===== src/rtl/sl3p_pkg.sv =====
// Shared SL3P types and default widths for the RX lane path.
package sl3p_pkg;

  localparam int unsigned SL3P_WORD_W          = 64;
  localparam int unsigned SL3P_SKEW_DEPTH_LOG2 = 4;

  typedef enum logic [1:0] {
    UNLOCKED = 2'd0,
    TRACK    = 2'd1,
    SETTLE   = 2'd2
  } skew_state_t;

endpackage


===== src/rtl/sl3p_skew_ram.sv =====
// Simple dual-port RAM: one write port, one registered read port, no reset.
// A same-address read during a write returns the word being written, which
// lets a zero-word delay pass din straight through with one clock of latency.
//  clk    in  clock
//  we     in  write enable
//  waddr  in  write address
//  wdata  in  write data
//  re     in  read enable (rdata holds when low)
//  raddr  in  read address
//  rdata  out registered read data
module sl3p_skew_ram #(
  parameter int unsigned DATA_W = 65,
  parameter int unsigned ADDR_W = 4
) (
  input  logic              clk,
  input  logic              we,
  input  logic [ADDR_W-1:0] waddr,
  input  logic [DATA_W-1:0] wdata,
  input  logic              re,
  input  logic [ADDR_W-1:0] raddr,
  output logic [DATA_W-1:0] rdata
);

  localparam int unsigned DEPTH = 1 << ADDR_W;

  logic [DATA_W-1:0] mem [DEPTH];

  // Write port plus write-first registered read
  always_ff @(posedge clk) begin
    if (we) mem[waddr] <= wdata;
    if (re) rdata <= (we && (waddr == raddr)) ? wdata : mem[raddr];
  end

endmodule


===== src/rtl/sl3p_lane_skew_buf.sv =====
// Per-lane programmable delay line between word lock and the deskew monitor.
// Each fallback_req adds one word of delay; am_ping flags a marker leaving.
//  clk          in  RX word clock
//  arst_n       in  asynchronous reset, active-low
//  word_locked  in  lane word lock; low flushes and restarts
//  din/din_am   in  locked word and its marker flag, qualified by din_valid
//  fallback_req in  one-cycle request for one more word of delay
//  dout         out delayed word (holds while dout_valid is low)
//  dout_valid   out dout qualifier
//  am_ping      out dout is a marker word
//  delay        out current delay in valid words
//  delay_ovf    out sticky: request arrived at max delay
module sl3p_lane_skew_buf
  import sl3p_pkg::*;
#(
  parameter int unsigned WIDTH      = SL3P_WORD_W,
  parameter int unsigned DEPTH_LOG2 = SL3P_SKEW_DEPTH_LOG2
) (
  input  logic                  clk,
  input  logic                  arst_n,
  input  logic                  word_locked,
  input  logic [WIDTH-1:0]      din,
  input  logic                  din_am,
  input  logic                  din_valid,
  input  logic                  fallback_req,
  output logic [WIDTH-1:0]      dout,
  output logic                  dout_valid,
  output logic                  am_ping,
  output logic [DEPTH_LOG2-1:0] delay,
  output logic                  delay_ovf
);

  localparam int unsigned           DEPTH     = 1 << DEPTH_LOG2;
  localparam int unsigned           FILL_W    = DEPTH_LOG2 + 1;
  localparam logic [FILL_W-1:0]     FILL_MAX  = FILL_W'(DEPTH);
  localparam logic [DEPTH_LOG2-1:0] DELAY_MAX = '1;

  skew_state_t           state, state_nxt;
  logic [DEPTH_LOG2-1:0] wp, wp_nxt, delay_nxt, rd_addr;
  logic [FILL_W-1:0]     fill, fill_nxt;
  logic                  ovf_nxt, active, wr_en, rd_en, rd_seen;
  logic [WIDTH:0]        rd_word;

  // Datapath runs only once the FSM has left UNLOCKED and lock still holds
  assign active  = word_locked && (state != UNLOCKED);
  assign wr_en   = active && din_valid;
  assign rd_en   = wr_en && (fill > FILL_W'(delay));
  assign rd_addr = wp - delay;

  sl3p_skew_ram #(
    .DATA_W (WIDTH + 1),
    .ADDR_W (DEPTH_LOG2)
  ) u_ram (
    .clk   (clk),
    .we    (wr_en),
    .waddr (wp),
    .wdata ({din_am, din}),
    .re    (rd_en),
    .raddr (rd_addr),
    .rdata (rd_word)
  );

  // RAM read register has no reset; mask dout until the first real read
  assign dout    = rd_seen ? rd_word[WIDTH-1:0] : '0;
  assign am_ping = dout_valid && rd_word[WIDTH];

  // Next-state, pointer, fill and delay control
  always_comb begin
    state_nxt = state;
    wp_nxt    = wp;
    fill_nxt  = fill;
    delay_nxt = delay;
    ovf_nxt   = delay_ovf;
    if (!word_locked) begin
      state_nxt = UNLOCKED;
      wp_nxt    = '0;
      fill_nxt  = '0;
      delay_nxt = '0;
      ovf_nxt   = 1'b0;
    end else begin
      if (wr_en) begin
        wp_nxt = wp + 1'b1;
        if (fill != FILL_MAX) fill_nxt = fill + 1'b1;
      end
      unique case (state)
        UNLOCKED: state_nxt = TRACK;
        TRACK: begin
          if (fallback_req) begin
            if (delay != DELAY_MAX) begin
              delay_nxt = delay + 1'b1;
              state_nxt = SETTLE;
            end else begin
              ovf_nxt = 1'b1;
            end
          end
        end
        // Requests ignored until the monitor sees a ping at the new delay
        SETTLE: if (am_ping) state_nxt = TRACK;
        default: state_nxt = UNLOCKED;
      endcase
    end
  end

  // State and control registers
  always_ff @(posedge clk or negedge arst_n) begin
    if (!arst_n) begin
      state      <= UNLOCKED;
      wp         <= '0;
      fill       <= '0;
      delay      <= '0;
      delay_ovf  <= 1'b0;
      dout_valid <= 1'b0;
      rd_seen    <= 1'b0;
    end else begin
      state      <= state_nxt;
      wp         <= wp_nxt;
      fill       <= fill_nxt;
      delay      <= delay_nxt;
      delay_ovf  <= ovf_nxt;
      dout_valid <= rd_en;
      rd_seen    <= rd_seen || rd_en;
    end
  end

endmodule


===== config.mk =====
export PLATFORM = sky130hd
export DESIGN_NAME = sl3p_lane_skew_buf
export DESIGN_NICKNAME = d
export VERILOG_FILES = /design/src/rtl/sl3p_pkg.sv /design/src/rtl/sl3p_skew_ram.sv /design/src/rtl/sl3p_lane_skew_buf.sv
export SDC_FILE = /design/constraint.sdc
export NUM_CORES = 1
export LEC_CHECK = 0
export ABC_CLOCK_PERIOD_IN_PS = 7390
export BUFFER_PORTS_ARGS = -buffer_cell sky130_fd_sc_hd__buf_4
export CAP_MARGIN = 30
export CORE_MARGIN = 2
export CORE_UTILIZATION = 35
export CTS_CLUSTER_DIAMETER = 200
export DETAILED_ROUTE_END_ITERATION = 16
export PLACE_DENSITY = 0.52
export SLEW_MARGIN = 20
export SYNTH_ARGS = -nofsm -noshare
export SYNTH_HDL_FRONTEND = slang
export SYNTH_SLANG_ARGS = --single-unit

===== constraint.sdc =====
create_clock -name clk -period 7.39 [get_ports clk]
set_clock_uncertainty 0.2 [all_clocks]
set_input_delay 0 -clock clk [delete_from_list [all_inputs] [get_ports clk]]
set_output_delay 0 -clock clk [all_outputs]
set_load 0.03 [all_outputs]

==> flow_summary.ini, run 1 <==
[clocking]
root_buffer = clkbuf_16
htreeDepth = 3
clk_pin_slew_ps = 60
cts-buffers-inserted = 117
cts.sinks = 1123
cts_tree = done
ctsLongestPathBuffers = 3
clkLatencyLatePin_ps = 700
cts_resized = 0

[worst_setup_path]
slowest_stage = buf_4
crit_required_ps = 7620
startpoint_type = register
worstPathMaxFanout = 42
cp-end-kind = register
crit_path_cell_trace = inv_1 -> ha_4 -> inv_1 -> fa_4 -> xor2_4 -> buf_4 -> mux2i_1 -> mux2i_1 -> mux2_2
max_stage_delay_ps = 890
path_class = reg -> reg
cp.arrival_ps = 4400

[drt]
ant_nets = 0
routed-wl-met3_um = 5302
firstDrtPassIters = 5
routed-via-count = 20500
highest_layer = met5
routed_via_density = 5.056
drc = 0
routed_wl_um = 106200
drtIter0Drc = 1846
wl_met2_um = 51050
wl_per_cell_um = 26.19
wl_met1_um = 47510

[placed_design]
gp_congestion = 0.7120
port_buffers = 140
hpwl_um = 51680
dp_worst_setup_slack_ps = 3147

[final_layout]
area_growth_pct = 19.65
drive_gt1_share_pct = 28.90
final.fill_count = 10740
nNetsFinal = 2394
final_core_util_pct = 42.04

[sta]
fmax_mhz = 240.0
tightestPinTransition_ps = 981.2
fin_ws_ps = 3224
period_minus_slack_ps = 4166
period_share_pct = 56.37
slew_viol_final = 0
hold_violations = 0
tns_ps = 0
setup_viol = 0
whs_ps = 21.45
rsz0062_at_grt = no
slew-limit-headroom_pct = 34.59

[yosys]
synthFlopType = edfxtp_1
syn_area_per_cell_sq_um = 22.88
synth_top_area_share_pct = 75.49
syn-instance-count = 1921
synth_edf_count = 1105
seq_area_frac_synth_pct = 76.52
yosysMostFrequentCell = edfxtp_1
netlist_top_cells_count = edfxtp_1 (1105), mux4_2 (260), mux2i_1 (197)
syn_nets = 2007
ys_warn_count = 0
netlist_top_cells_area = edfxtp_1 (75%), mux4_2 (13%), mux2i_1 (4.5%)
synth.distinct_cells = 32
synthArstFlopShare_pct = 1.603
synth_area_sq_um = 43950
synth_top_cell_by_area = edfxtp_1
ys_ff_latch = 1123

[power_and_ir_drop]
vdd_drop_max_mv = 0.1769
powerDensity_nw_per_um2 = 281.7
leakage_nw = 16.65

[die]
initial_core_util_pct = 35.14
design.core.area_sq_um = 125100
io_pins = 141
row_count = 130
die_y_um = 358.4
die_w_um = 358.4
die_area_sq_um = 128400

[global_routing]
antenna_found_initial = 12
grt_usage_pct = 16.65
grt_first_pass_wirelength_um = 153700
grt_pass1_vias = 21870
overflow = 0
grt_max_degree = 109

[outcome]
status = finished clean

[min_path]
min_path_type = in -> reg

[run]
maxCapViolCount = 0
[metal layers]
layer  global-route usage (%)  vias up
met4                    4.628       10
met5                        0        -
met2                    26.89      504
li1                         -     8795
met1                    23.47    11040
met3                    2.629      148
[worst max-delay path, delay by kind of cell (launching register included)]
family                   cells  cell delay [ps]
XOR/XNOR                     1              760
adder cells (fa/ha/maj)      2              620
buffers and inverters        3             1130
flip-flops                   1              410
multiplexers                 3              770
[power by group]
part	switching, mW	internal, mW
Combinational	1.13	1.02
Sequential	0.0166	7.08
Clock	2.37	3.20
Total	3.52	11.3
[placed cells by master, fill, tap and decap left out, drive strengths merged, types with 13 or more instances in the layout]
master and n:
inv 15, clkinv 48, dlygate4sd3 173, dfrtp 18, edfxtp 1105, xnor2 13, mux2i 197, mux4 260
nor2 15, mux2 65, ha 15, clkbuf 149, buf 192, and2 75, nand2 13
[flip-flops by register name, indices dropped and copies added, names as in the netlist]
register / cells
u_ram.mem: 1040
u_ram.rdata: 65
fill: 5
delay: 4
wp: 4
state: 2
delay_ovf: 1
dout_valid: 1
rd_seen: 1
[layout make-up]
| cell class | count | area (sq um) | share of cell area, % |
|---|---|---|---|
| clock buffer | 149 | 3112 | 5.917 |
| clock inverter | 63 | 496.7 | 0.9445 |
| antenna | 3 | 7.507 | 0.01427 |
| inverter | 11 | 41.29 | 0.07851 |
| timing repair buffer | 365 | 3386 | 6.438 |
| tap | 1650 | 2064 | 3.926 |
| multi-input combinational | 690 | 9849 | 18.73 |
| sequential | 1123 | 33630 | 63.95 |
[per-stage QoR]
step | power [mW] | instance area (sq um) | std cells
after global routing | 15.39 | 52580 | 4051
final | 14.81 | 52590 | 4054
after CTS | 15.02 | 52550 | 4049
after detailed placement | 9.356 | 47210 | 3664
after global placement | 9.325 | 47080 | 3659
after floorplan | 8.740 | 43950 | 1921
[path summary, 6_finish.rpt]
| path | to | cells after the start | start | slack, ps |
|---|---|---|---|---|
| worst max register to register | u_ram.rdata[64]$_DFFE_PP_ | 9 | wp[0]$_DFFE_PN0P_ | 3220 |
| worst min-delay path | u_ram.mem[6][28]$_DFFE_PP_ | 2 | din[28] | 20 |
| max in group asynchronous | rd_seen$_DFF_PN0_ | 4 | arst_n | 6550 |
| worst min register to register | delay_ovf$_DFFE_PN0P_ | 1 | delay_ovf$_DFFE_PN0P_ | 300 |
| min in group asynchronous | fill[1]$_DFFE_PN0P_ | 3 | arst_n | 30 |
| worst max-delay path | u_ram.rdata[64]$_DFFE_PP_ | 9 | wp[0]$_DFFE_PN0P_ | 3220 |
[cells by family after synthesis]
kind of cell	after synthesis	share of synthesized area (%)
AOI/OAI and AO/OA	12	0.1680
xor gates and xnor gates	15	0.2989
adders and majority gates	16	0.4725
buffers and inverters	108	1.446
DFF	1123	76.52
muxes	522	19.47
and+or+nand+nor	125	1.623
[what timing repair did]
| item | in CTS | in global routing |
|---|---|---|
| hold buffers | 173 | 0 |
| buffers inserted | 0 | 0 |
| endpoints found under the hold margin | 1141 | 0 |
No activity file was read; power rests on OpenSTA's default activity.
==> run 2: changes to the inputs <==
Settings changed: ABC_CLOCK_PERIOD_IN_PS 7390 to 3700, PLACE_DENSITY 0.52 to 0.54.
Clock period 7.39 ns to 3.7 ns, I/O delays scaled along.
==> flow_summary.ini, run 2 (synthesized netlist as in run 1, its figures left out) <==
[outcome]
status = finished clean

[worst_setup_path]
startpoint_type = register
crit_buf_inv = 3
ff2ff_path_depth = 9
max_stage_delay_ps = 850
crit_required_ps = 3940
worstPathMaxFanout = 68
crit_path_cell_trace = inv_1 -> ha_4 -> inv_1 -> fa_4 -> buf_12 -> mux4_2 -> mux2i_1 -> mux2i_1 -> mux2_2
slowest_stage = fa_4
cp-end-kind = register
path_class = reg -> reg
r2r_start = wp[0]$_DFFE_PN0P_
reg2reg_slack_ps = 240
path_delay_family = adder cells
cp.arrival_ps = 3700
r2r-end = u_ram.rdata[25]$_DFFE_PP_

[drt]
wl_per_cell_um = 25.75
routed-via-count = 20650
routed_via_density = 5.066
drc = 0
firstDrtPassIters = 5
highest_layer = met5
ant_nets = 0
wl_met1_um = 45810
wl_met2_um = 52470
routed-wl-met3_um = 5198
routed_wl_um = 105000
drtIter0Drc = 1799

[final_layout]
final_common_cell = edfxtp_1
area_growth_pct = 21.52
largest_reg_flops = 1040
reg_top3 = u_ram.mem (1040), u_ram.rdata (65), fill (5)
final_core_util_pct = 42.70
drive_gt1_share_pct = 30.72
layout_common_cells = edfxtp_1 (1105), mux4_2 (260), mux2i_1 (197)
top_register = u_ram.mem
nNetsFinal = 2414
final.fill_count = 10700

[sta]
period_share_pct = 93.54
tightestPinTransition_ps = 729.3
slew_viol_final = 0
whs_ps = 4.681
hold_violations = 0
period_minus_slack_ps = 3461
setup_viol = 0
slew-limit-headroom_pct = 51.27
fin_ws_ps = 238.9
rsz0062_at_grt = no
fmax_mhz = 288.9

[global_routing]
overflow = 0
grt_usage_pct = 16.39
grt_pass1_vias = 22170
grt_first_pass_wirelength_um = 153300
grt_max_degree = 69
antenna_found_initial = 6

[placed_design]
dp_worst_setup_slack_ps = 234.5
hpwl_um = 51060
gp_congestion = 0.7020
port_buffers = 140

[die]
die_area_sq_um = 128400
initial_core_util_pct = 35.14
row_count = 130
io_pins = 141
die_y_um = 358.4
die_w_um = 358.4
design.core.area_sq_um = 125100

[power_and_ir_drop]
comb_power_share_pct = 14.9
vdd_drop_max_mv = 0.4351
p_int_mw = 23.09
switching_share_pct = 23.86
clkPwrFrac_pct = 38.4
p_seq_share_pct = 46.7
power_switching_mw = 7.237
p_total_mw = 30.33
leakage_nw = 16.97
powerDensity_nw_per_um2 = 567.8

[clocking]
cts.sinks = 1123
clkLatencyLatePin_ps = 700
clk_pin_slew_ps = 60
htreeDepth = 3
root_buffer = clkbuf_16
cts-buffers-inserted = 113
cts_resized = 0
cts_tree = done
ctsLongestPathBuffers = 3

[min_path]
min_path_type = in -> reg
whs_path_depth = 2
hold-path-endpoint = u_ram.mem[14][25]$_DFFE_PP_
hold_path.startpoint = din[25]

[run]
maxCapViolCount = 0
==> run 2: cell count changes in the layout (fill, tap and decap cells not counted), sizes merged <==
| cell | previous run | this run |
|---|---|---|
| buf | 192 | 221 |
| diode | 3 | 1 |
| clkinvlp | 4 | 10 |
| bufinv | 7 | 16 |
| dlygate4sd3 | 173 | 168 |
| clkinv | 48 | 54 |
| clkbuf | 149 | 124 |
| inv | 15 | 19 |
==> run 2: area by class of cell <==
cell class	instances	area, sq um	area share (%)
diodes	1	2.502	0.004685
inverters	11	41.29	0.07730
clock inverters	88	940.9	1.762
well taps	1650	2064	3.865
repair buffers	389	3986	7.463
flip-flops and latches	1123	33630	62.97
multi-input cells	690	9874	18.49
clock buffers	124	2869	5.371
==> run 2: worst max-delay path by stage <==
stage                         startpoint                   endpoint  slack [ps]  cells past startpoint
floorplan           state[1]$_DFFE_PN0P_  u_ram.mem[5][0]$_DFFE_PP_        -690                      5
CTS                    wp[0]$_DFFE_PN0P_  u_ram.rdata[20]$_DFFE_PP_         220                      9
detailed placement     wp[0]$_DFFE_PN0P_  u_ram.rdata[20]$_DFFE_PP_         230                      9
finish                 wp[0]$_DFFE_PN0P_  u_ram.rdata[25]$_DFFE_PP_         240                      9
global placement       wp[0]$_DFFE_PN0P_  u_ram.rdata[26]$_DFFE_PP_         230                      9
global route           wp[0]$_DFFE_PN0P_  u_ram.rdata[32]$_DFFE_PP_          60                      9
==> run 2: worst register-to-register path, stage by stage, from the launching register on <==
cell and delay [ps]:
dfrtp_1 420, inv_1 190, ha_4 160, inv_1 50, fa_4 850, buf_12 380
mux4_2 450, mux2i_1 160, mux2i_1 90, mux2_2 280
==> run 2: power by group through the flow <==
stage	sequential, mW	combinational [mW]	clock [mW]
3_3_place_gp	14.4	4.41	0
4_1_cts	14.2	4.64	11.9
2_1_floorplan	14.4	3.02	0
3_5_place_dp	14.4	4.47	0
5_1_grt	14.2	4.89	12.4
6_report	14.2	4.53	11.6
==> run 2: metrics by stage <==
| step | area (sq um) | TNS (ps) | cells |
|---|---|---|---|
| 3_3_place_gp | 47900 | 0 | 3694 |
| 4_1_cts | 53390 | 0 | 4073 |
| 2_1_floorplan | 43980 | -646870 | 1921 |
| 5_1_grt | 53410 | 0 | 4076 |
| 3_5_place_dp | 47900 | 0 | 3694 |
| 6_report | 53410 | 0 | 4076 |
==> run 2: layer usage <==
metal,GRT usage [%],vias up
met1,22.46,11160
met4,3.657,6
li1,-,8851
met3,2.462,113
met5,0,-
met2,27.72,517
==> run 2: what timing repair did <==
action                    4_1_cts  5_1_grt
hold buffers                  167        1
setup buffers                   0        0
hold endpoints to repair     1142        1
==> run 3: changes to the inputs <==
==> constraint.sdc (replaced) <==
create_clock -name clk -period 3.7 [get_ports clk]
set_clock_uncertainty 0.2 [all_clocks]
set_input_delay 0.37 -clock clk [delete_from_list [all_inputs] [get_ports clk]]
set_output_delay 0.37 -clock clk [all_outputs]
set_load 0.03 [all_outputs]
==> flow_summary.ini, run 3 (synthesized netlist as in run 1, its figures left out) <==
[die]
die_w_um = 358.4
design.core.area_sq_um = 125100
die_y_um = 358.4
io_pins = 141
row_count = 130
initial_core_util_pct = 35.14
die_area_sq_um = 128400

[placed_design]
hpwl_um = 51240
place_inst = 3694
gp_congestion = 0.6992
port_buffers = 140
dp_worst_setup_slack_ps = 237.7

[sta]
period_share_pct = 93.15
period_minus_slack_ps = 3446
tightestPinTransition_ps = 734.2
hold_violations = 0
fmax_mhz = 290.2
rsz0062_at_grt = no
slew-limit-headroom_pct = 50.95
fin_ws_ps = 253.6
tns_ps = 0
setup_viol = 0
slew_viol_final = 0

[worst_setup_path]
crit_buf_inv = 3
crit_required_ps = 3930
cp-end-kind = register
path_delay_family = adder cells
crit_path_cell_trace = inv_1 -> ha_4 -> inv_1 -> fa_4 -> buf_12 -> mux4_2 -> mux2i_1 -> mux2i_1 -> mux2_2
path_class = reg -> reg
startpoint_type = register
r2r_start = wp[0]$_DFFE_PN0P_
worstPathMaxFanout = 68
slowest_stage = fa_4
max_stage_delay_ps = 840
r2r-end = u_ram.rdata[25]$_DFFE_PP_
reg2reg_slack_ps = 250
cp.arrival_ps = 3680
ff2ff_path_depth = 9

[final_layout]
largest_reg_flops = 1040
drive_gt1_share_pct = 30.90
nNetsFinal = 2316
final_common_cell = edfxtp_1
final.fill_count = 10790
area_growth_pct = 18.28
final_cells = 3965
top_register = u_ram.mem
final_core_util_pct = 41.56
layout_common_cells = edfxtp_1 (1105), mux4_2 (260), mux2i_1 (197)
reg_top3 = u_ram.mem (1040), u_ram.rdata (65), fill (5)

[clocking]
htreeDepth = 3
cts.sinks = 1123
clk_pin_slew_ps = 60
ctsLongestPathBuffers = 3
clkLatencyLatePin_ps = 680
cts_resized = 0
cts_tree = done
root_buffer = clkbuf_16
cts-buffers-inserted = 113

[global_routing]
grt_max_degree = 69
grt_pass1_vias = 21480
grt_usage_pct = 16.02
overflow = 0
antenna_found_initial = 11
grt_first_pass_wirelength_um = 149200

[drt]
wl_per_cell_um = 25.89
firstDrtPassIters = 5
routed-via-count = 20200
routed_via_density = 5.094
routed_wl_um = 102600
drtIter0Drc = 1699
ant_nets = 0
drc = 0

[power_and_ir_drop]
clkPwrFrac_pct = 36.0
switching_share_pct = 23.91
vdd_drop_max_mv = 0.4001
powerDensity_nw_per_um2 = 559.7
p_int_mw = 22.14
p_total_mw = 29.10
p_seq_share_pct = 48.8
leakage_nw = 16.35
comb_power_share_pct = 15.2
power_switching_mw = 6.956

[run]
maxCapViolCount = 0

[min_path]
hold_path.startpoint = din_valid
whs_path_depth = 5
min_path_type = in -> reg
hold-path-endpoint = wp[1]$_DFFE_PN0P_

[outcome]
status = finished clean
==> run 3: cell types whose count changed in the layout (fill, tap and decap cells not counted), sizes merged <==
cell	change
clkbuf	+14
clkinvlp	-6
bufinv	-12
dlygate4sd3	-98
clkinv	-5
inv	-4
==> run 3: metal layers <==
layer	up-vias	track usage [%]	part of all wire, %
met5	-	0	0.099
met4	16	4.510	2.1
li1	8630	-	-
met1	10910	21.66	43
met2	505	26.68	49
met3	137	2.832	5.4
==> run 3: worst max-delay path by stage <==
stage	from	to	slack (ps)	cells past startpoint
floorplan	state[1]$_DFFE_PN0P_	u_ram.mem[5][0]$_DFFE_PP_	-690	5
global placement	wp[0]$_DFFE_PN0P_	u_ram.rdata[26]$_DFFE_PP_	220	9
detailed placement	wp[0]$_DFFE_PN0P_	u_ram.rdata[25]$_DFFE_PP_	240	9
CTS	wp[0]$_DFFE_PN0P_	u_ram.rdata[25]$_DFFE_PP_	240	9
global route	wp[0]$_DFFE_PN0P_	u_ram.rdata[32]$_DFFE_PP_	120	9
finish	wp[0]$_DFFE_PN0P_	u_ram.rdata[25]$_DFFE_PP_	250	9
==> run 3: area by class of cell <==
cell class                 count  area (sq um)  area share, %
clock buffer                 138          2922          5.620
sequential                  1123         33630          64.69
clock inverter                61         432.9         0.8327
inverter                      11         41.29        0.07942
antenna                        1         2.502       0.004813
multi-input combinational    690          9874          18.99
timing repair buffer         291          3018          5.805
tap                         1650          2064          3.971
==> run 3: through the flow <==
stage | area (sq um) | hold WS [ps]
2_1_floorplan | 43980 | -125.6
3_3_place_gp | 47920 | 62.47
3_5_place_dp | 47920 | 69.47
4_1_cts | 51970 | 113.9
5_1_grt | 51990 | 162.3
6_report | 51990 | 155.6
==> run 3: repair_timing <==
action | 4_1_cts | 5_1_grt
hold endpoints to repair | 1140 | 0
hold buffers | 70 | 0
buffers inserted | 0 | 0
==> run 3: power by group through the flow <==
stage	logic [mW]	clock network [mW]	registers (mW)
floorplan	3.02	0	14.4
global placement	4.38	0	14.5
detailed placement	4.43	0	14.5
CTS	4.51	10.8	14.2
global route	4.75	11.3	14.2
finish	4.41	10.5	14.2
==> run 3: worst reg2reg max path, cell delays in order (launching register included) <==
cell	delay, ps
dfrtp_1	410
inv_1	170
ha_4	150
inv_1	40
fa_4	840
buf_12	400
mux4_2	430
mux2i_1	190
mux2i_1	90
mux2_2	270
